==> src/rtl/mem_port_arbiter_pkg.sv <==
// Shared types and widths for the unified-memory port arbiter.
//   arbState_t : arbiter FSM states (3-bit encoding)
//   arbSide_t  : requester identifiers (I = fetch, D = memory stage)
package mem_port_arbiter_pkg;

  localparam int ADDR_W   = 16;
  localparam int DATA_W   = 16;
  localparam int STREAK_W = 4;   // holds MAX_D_STREAK up to 15
  localparam int TIMER_W  = 8;   // holds TIMEOUT up to 255

  typedef enum logic [2:0] {
    ARB_IDLE   = 3'd0,
    ARB_BUSY_I = 3'd1,
    ARB_BUSY_D = 3'd2,
    ARB_DONE_I = 3'd3,
    ARB_DONE_D = 3'd4
  } arbState_t;

  typedef enum logic {
    SIDE_I = 1'b0,
    SIDE_D = 1'b1
  } arbSide_t;

  function automatic logic isBusyState(input arbState_t s);
    return (s == ARB_BUSY_I) || (s == ARB_BUSY_D);
  endfunction

endpackage

==> src/rtl/mem_port_arbiter_streak_counter.sv <==
// Saturating count of consecutive D-side grants made while a fetch is waiting.
//   clk, rst : clock, asynchronous active-low reset
//   inc      : count one more D grant (ignored once saturated)
//   clr      : restart the streak (wins over inc)
//   sat      : streak has reached MAX; the next grant must go to the fetch side
module mem_port_arbiter_streak_counter
  import mem_port_arbiter_pkg::*;
#(
  parameter int MAX = 4
) (
  input  logic clk,
  input  logic rst,
  input  logic inc,
  input  logic clr,
  output logic sat
);

  logic [STREAK_W-1:0] countReg;

  assign sat = (countReg >= STREAK_W'(MAX));

  always_ff @(posedge clk or negedge rst) begin
    if (!rst) begin
      countReg <= '0;
    end else if (clr) begin
      countReg <= '0;
    end else if (inc && !sat) begin
      countReg <= countReg + STREAK_W'(1);
    end
  end

endmodule

==> src/rtl/mem_port_arbiter.sv <==
// Arbitrates one single-ported memory between instruction fetch (I) and the
// data memory stage (D). D has priority, but after MAX_D_STREAK consecutive
// D grants with a fetch waiting, the fetch is served. An access that sees no
// mem_done for TIMEOUT BUSY cycles is aborted with a one-cycle err pulse.
//   clk, rst                       : clock, asynchronous active-low reset
//   i_req/i_addr/i_rdata/i_done    : fetch read port, i_stall = i_req & ~i_done
//   d_req/d_wr/d_addr/d_wdata      : data port request
//   d_rdata/d_done/d_stall         : data port response and stall
//   mem_en/mem_wr/mem_addr/mem_wdata : memory command (registered)
//   mem_rdata/mem_done             : memory response
//   err                            : one-cycle pulse on access timeout
module mem_port_arbiter
  import mem_port_arbiter_pkg::*;
#(
  parameter int MAX_D_STREAK = 4,
  parameter int TIMEOUT      = 15
) (
  input  logic              clk,
  input  logic              rst,
  input  logic              i_req,
  input  logic [ADDR_W-1:0] i_addr,
  output logic [DATA_W-1:0] i_rdata,
  output logic              i_done,
  output logic              i_stall,
  input  logic              d_req,
  input  logic              d_wr,
  input  logic [ADDR_W-1:0] d_addr,
  input  logic [DATA_W-1:0] d_wdata,
  output logic [DATA_W-1:0] d_rdata,
  output logic              d_done,
  output logic              d_stall,
  output logic              mem_en,
  output logic              mem_wr,
  output logic [ADDR_W-1:0] mem_addr,
  output logic [DATA_W-1:0] mem_wdata,
  input  logic [DATA_W-1:0] mem_rdata,
  input  logic              mem_done,
  output logic              err
);

  arbState_t           stateReg;
  logic [TIMER_W-1:0]  timerReg;
  logic                memEnReg, memWrReg, iDoneReg, dDoneReg;
  logic [ADDR_W-1:0]   memAddrReg;
  logic [DATA_W-1:0]   memWdataReg, iRdataReg, dRdataReg;

  logic isIdle, grantD, grantI, streakSat, streakInc, streakClr, timeoutHit;

  assign isIdle = (stateReg == ARB_IDLE);
  // D wins a tie unless it has already starved a waiting fetch long enough.
  assign grantD = isIdle && d_req && (!i_req || !streakSat);
  assign grantI = isIdle && i_req && !grantD;

  assign streakInc = grantD && i_req;
  assign streakClr = grantI || (isIdle && !i_req);

  // timerReg counts completed BUSY cycles; the abort cycle is the one where
  // TIMEOUT cycles have already elapsed and the memory still has not answered.
  assign timeoutHit = isBusyState(stateReg) && !mem_done &&
                      (timerReg == TIMER_W'(TIMEOUT));

  mem_port_arbiter_streak_counter #(
    .MAX (MAX_D_STREAK)
  ) uStreak (
    .clk (clk),
    .rst (rst),
    .inc (streakInc),
    .clr (streakClr),
    .sat (streakSat)
  );

  always_ff @(posedge clk or negedge rst) begin
    if (!rst) begin
      stateReg    <= ARB_IDLE;
      timerReg    <= '0;
      memEnReg    <= 1'b0;
      memWrReg    <= 1'b0;
      memAddrReg  <= '0;
      memWdataReg <= '0;
      iRdataReg   <= '0;
      dRdataReg   <= '0;
      iDoneReg    <= 1'b0;
      dDoneReg    <= 1'b0;
    end else begin
      memEnReg <= 1'b0;
      iDoneReg <= 1'b0;
      dDoneReg <= 1'b0;
      case (stateReg)
        ARB_IDLE: begin
          if (grantD) begin
            stateReg    <= ARB_BUSY_D;
            memEnReg    <= 1'b1;
            memWrReg    <= d_wr;
            memAddrReg  <= d_addr;
            memWdataReg <= d_wdata;
            timerReg    <= '0;
          end else if (grantI) begin
            stateReg   <= ARB_BUSY_I;
            memEnReg   <= 1'b1;
            memWrReg   <= 1'b0;
            memAddrReg <= i_addr;
            timerReg   <= '0;
          end
        end
        ARB_BUSY_I: begin
          if (mem_done) begin
            iRdataReg <= mem_rdata;
            iDoneReg  <= 1'b1;
            stateReg  <= ARB_DONE_I;
          end else if (timeoutHit) begin
            iRdataReg <= '0;
            iDoneReg  <= 1'b1;
            stateReg  <= ARB_DONE_I;
          end else begin
            timerReg <= timerReg + TIMER_W'(1);
          end
        end
        ARB_BUSY_D: begin
          if (mem_done) begin
            // Writes leave the previous read data visible.
            if (!memWrReg) dRdataReg <= mem_rdata;
            dDoneReg <= 1'b1;
            stateReg <= ARB_DONE_D;
          end else if (timeoutHit) begin
            dRdataReg <= '0;
            dDoneReg  <= 1'b1;
            stateReg  <= ARB_DONE_D;
          end else begin
            timerReg <= timerReg + TIMER_W'(1);
          end
        end
        // Always pass through IDLE so a new grant samples fresh requests.
        ARB_DONE_I, ARB_DONE_D: stateReg <= ARB_IDLE;
        default:                stateReg <= ARB_IDLE;
      endcase
    end
  end

  assign mem_en    = memEnReg;
  assign mem_wr    = memWrReg;
  assign mem_addr  = memAddrReg;
  assign mem_wdata = memWdataReg;
  assign i_rdata   = iRdataReg;
  assign d_rdata   = dRdataReg;
  assign i_done    = iDoneReg;
  assign d_done    = dDoneReg;
  assign i_stall   = i_req && !iDoneReg;
  assign d_stall   = d_req && !dDoneReg;
  assign err       = timeoutHit;

endmodule
==> config.mk <==
export PLATFORM = sky130hd
export DESIGN_NAME = mem_port_arbiter
export DESIGN_NICKNAME = d
export VERILOG_FILES = /design/src/rtl/mem_port_arbiter_pkg.sv /design/src/rtl/mem_port_arbiter_streak_counter.sv /design/src/rtl/mem_port_arbiter.sv
export SDC_FILE = /design/constraint.sdc
export NUM_CORES = 1
export LEC_CHECK = 0
export ABC_AREA = 1
export CORE_ASPECT_RATIO = 0.75
export CORE_MARGIN = 5
export CORE_UTILIZATION = 46
export DETAILED_ROUTE_END_ITERATION = 16
export PLACE_DENSITY = 0.85
export SLEW_MARGIN = 40
export SYNTH_ARGS = -nofsm -noshare
export SYNTH_HDL_FRONTEND = slang
export SYNTH_HIERARCHICAL = 1
export SYNTH_SLANG_ARGS = --single-unit
export TNS_END_PERCENT = 5
==> constraint.sdc <==
create_clock -name clk -period 5.34 [get_ports clk]
set_clock_uncertainty 0.2 [all_clocks]
set_input_delay 1.068 -clock clk [delete_from_list [all_inputs] [get_ports clk]]
set_output_delay 1.068 -clock clk [all_outputs]
set_load 0.05 [all_outputs]
==> run_results.csv <==
group,metric,value,unit
status,status,"finished clean",
yosys,synth_top_area_share,54.1,%
yosys,synth_most_common_cell,"nand2_1",
die,fp.dieH,89.1,um
setup_path,start_kind,"input pin",
power_and_ir_drop,power.leakage,2.79,nW
clocking,cts_root_buf,"clkbuf_8",
timing,period_needed,4240,ps
timing,finalHoldViolCount,0,
detailed_routing,vias,3503,
yosys,ys_top_cells_by_area,"dfrtp_1 54%, nand2_1 22%, nand3_1 5.5%",
timing,rsz0062_at_grt,"no",
clocking,holdBufCountCts,0,
final_layout,multi_input_area,1500,sq um
yosys,synthesis.nets,543,
setup_path,cp-end-kind,"output port",
global_route,grt_pass1_vias,3508,
final_layout,num-fill-cells,643,
setup_path,critPathMaxStageDelay,810,ps
final_layout,insertedDiodeCount,0,
setup_path,path_delay_family,"buffers and inverters",
detailed_routing,vias_per_cell,4.88,
die,initial_core_util,47.8,%
setup_path,crit_required,4070,ps
global_route,overflow,0,
setup_path,cp_max_fo,20,
final_layout,drive_gt1_share,6.36,%
timing,finalCritPeriodShare,79.3,%
power_and_ir_drop,switchingPower,1.83,mW
yosys,yosysSeqAreaShare,54.1,%
placed_design,hpwl,7880,um
clocking,cts_buffers,9,
yosys,yosysTopAreaCell,"dfrtp_1",
setup_path,cp_cell_sequence,"clkdlybuf4s50_1, buf_4, nor2_1, and2_1, nand3_2, inv_1, clkdlybuf4s50_1",
power_and_ir_drop,power_density,649,nW/um^2
clocking,insertion_delay,340,ps
detailed_routing,wirelength,10800,um
yosys,async_flop_share,100,%
die,rows,28,
setup_path,crit_arrival,2970,ps
global_route,grt_first_pass_wirelength,17100,um
yosys,synth_cell_type_count,28,
detailed_routing,dr.first_iter.drc_count,175,
setup_path,startpoint,"mem_done",
clocking,cts.path.max_buffers,2,
yosys,syn-instance-count,471,
die,die_w,115,um
clocking,cts_sinks,83,
timing,relSlewSlack,54.2,%
global_route,grt_max_degree,84,
setup_path,path_buf_inv,4,
final_layout,final_area,5490,sq um
power_and_ir_drop,seqPwrFrac,29.5,%
power_and_ir_drop,power_frac_comb,58.7,%
clocking,post_cts_buffers,0,
yosys,synth_area,3840,sq um
placed_design,portBuffers,140,
power_and_ir_drop,p_sw_share,51.4,%
timing,slew_viol_final,0,
placed_design,place_congestion,0.825,
yosys,dominantRegCellSynth,"dfrtp_1",
clocking,ctsResizeCount,0,
die,pin_count,141,
detailed_routing,drc,0,
detailed_routing,ant_nets,0,
detailed_routing,drt_first_pass_iters,4,
yosys,postSynthAreaPerCell,8.15,sq um
power_and_ir_drop,pwr-share-clk,11.8,%
global_route,antenna_found_initial,0,
final_layout,area_growth,42.9,%
min_path,min_from,"mem_wdata[9]",
job,maxCapViolCount,0,
yosys,yosysWarningCount,6,
setup_path,r2r-start,"uStreak/countReg[2]",
global_route,grt.total_usage,21.0,%
setup_path,cpMostUsedCell,"clkdlybuf4s50_1",
timing,tightest_slew,686,ps
die,coreArea,8020,sq um
final_layout,fin_nets,680,
power_and_ir_drop,peakVddDrop,0.419,mV
detailed_routing,wl_per_cell,15.0,um
yosys,synth_common_cells,"220 x nand2_1, 83 x dfrtp_1, 42 x nand3_1, 40 x inv_1",
clocking,cts_tree,"done",
timing,fmax,236,MHz
yosys,ys_ff_latch,83,
clocking,htreeDepth,3,
placed_design,post_dp_cell_area,5280,sq um
min_path,min_path_type,"register to register",
timing,setup_violations,0,
final_layout,regArea,2080,sq um
setup_path,cp_slowest_cell,"clkdlybuf4s50_1",
die,dieArea,10300,sq um
setup_path,crit_type,"input pin to output port",
yosys,synth_edf_count,0,
timing,tns,0,ps
clocking,clk_pin_slew_worst_paths,90,ps
power_and_ir_drop,intPower,1.73,mW
[stage by stage]
stage | setup WS [ps] | utilization, % | hold WS, ps | instances | power [mW]
2_1_floorplan | 2330 | - | 275 | 471 | 2.44
3_3_place_gp | 1170 | 65.7 | 254 | 701 | 3.10
3_5_place_dp | 1100 | 65.8 | 260 | 701 | 3.15
4_1_cts | 1090 | 68.2 | 281 | 717 | 3.58
5_1_grt | 1040 | 68.4 | 305 | 718 | 3.76
6_report | 1100 | 68.4 | 275 | 718 | 3.56
[power by group through the flow]
stage          Combinational [mW]  Sequential, mW  Clock (mW)
2_1_floorplan               0.569            1.87           0
3_3_place_gp                 2.05            1.05           0
3_5_place_dp                 2.09            1.06           0
4_1_cts                      2.10            1.05       0.434
5_1_grt                      2.22            1.08       0.463
6_report                     2.09            1.05       0.420
[kinds of logic after synthesis]
kind of cell,count (synthesis),synth area share [%]
compound gates,24,4.40
xor+xnor,3,0.685
fa+ha+maj,2,0.652
buf+inv,59,6.85
flops,83,54.1
simple gates,300,33.3
[final cells by class]
type,instances,share of cell area [%]
Inverter,43,2.94
Sequential cell,83,37.9
Clock inverter,6,0.867
Clock buffer,10,2.51
Multi-Input combinational cell,329,27.4
Tap cell,105,2.40
Timing Repair Buffer,142,26.0
[cells in the final DEF (no fill, tap or decap)]
master and instances:
inv_2 2, nand3_1 42, nor2_4 3, clkinv_2 1
nor2_1 16, clkbuf_8 11, clkinv_4 2, inv_1 40
dfrtp_1 83, clkinv_1 1, clkdlybuf4s50_1 139, o21ai_0 4
buf_4 1, and2_1 1, nand2_2 4, nand4_1 4
o211ai_1 1, a21oi_1 1, nand2_1 220, xor2_1 1
clkinvlp_4 1, nand3_2 5, xnor2_1 2, o21bai_1 1
nand2_4 3, a21oi_2 1, buf_8 1, inv_6 2
ha_1 2, nor2_2 2, o21a_1 16
[metal layers]
metal	GRT usage, %	wire (um)	share of wire [%]	vias to the layer above
li1	-	-	-	1731
met1	27.8	4740	44	1636
met2	35.4	5040	47	129
met3	5.82	937	8.7	7
met4	3.84	51	0.47	0
met5	0	0	0	-
[worst register-to-register path, cell delays in order, from the launching register on]
cell and delay [ps]:
dfrtp_1 400, nor2_2 230, inv_1 70, nand2_1 60
nand2_1 80, nor2_4 350, inv_2 340, nor2_1 420
nor2_1 150, inv_1 150, nand4_1 120, nand2_1 100
[flip-flops by register name (all words and copies together), names as in the netlist]
signal and count:
d_rdata 16, mem_wr 1, mem_addr 16, stateReg 3, d_done 1, mem_en 1
timerReg 8, i_done 1, uStreak/countReg 4, i_rdata 16, mem_wdata 16
[final timing paths]
check                           depth (start not counted)  slack [ps]                   to
worst max-delay path                                    7        1100                  err
max in group asynchronous                               1        3910          timerReg[0]
worst min-delay path                                    2         270         mem_wdata[9]
worst max register to register                         11        2620  uStreak/countReg[1]
worst min register to register                          2         270         mem_wdata[9]
min in group asynchronous                               1         540          timerReg[7]
Note: power is estimated with default switching activity, not from simulation.
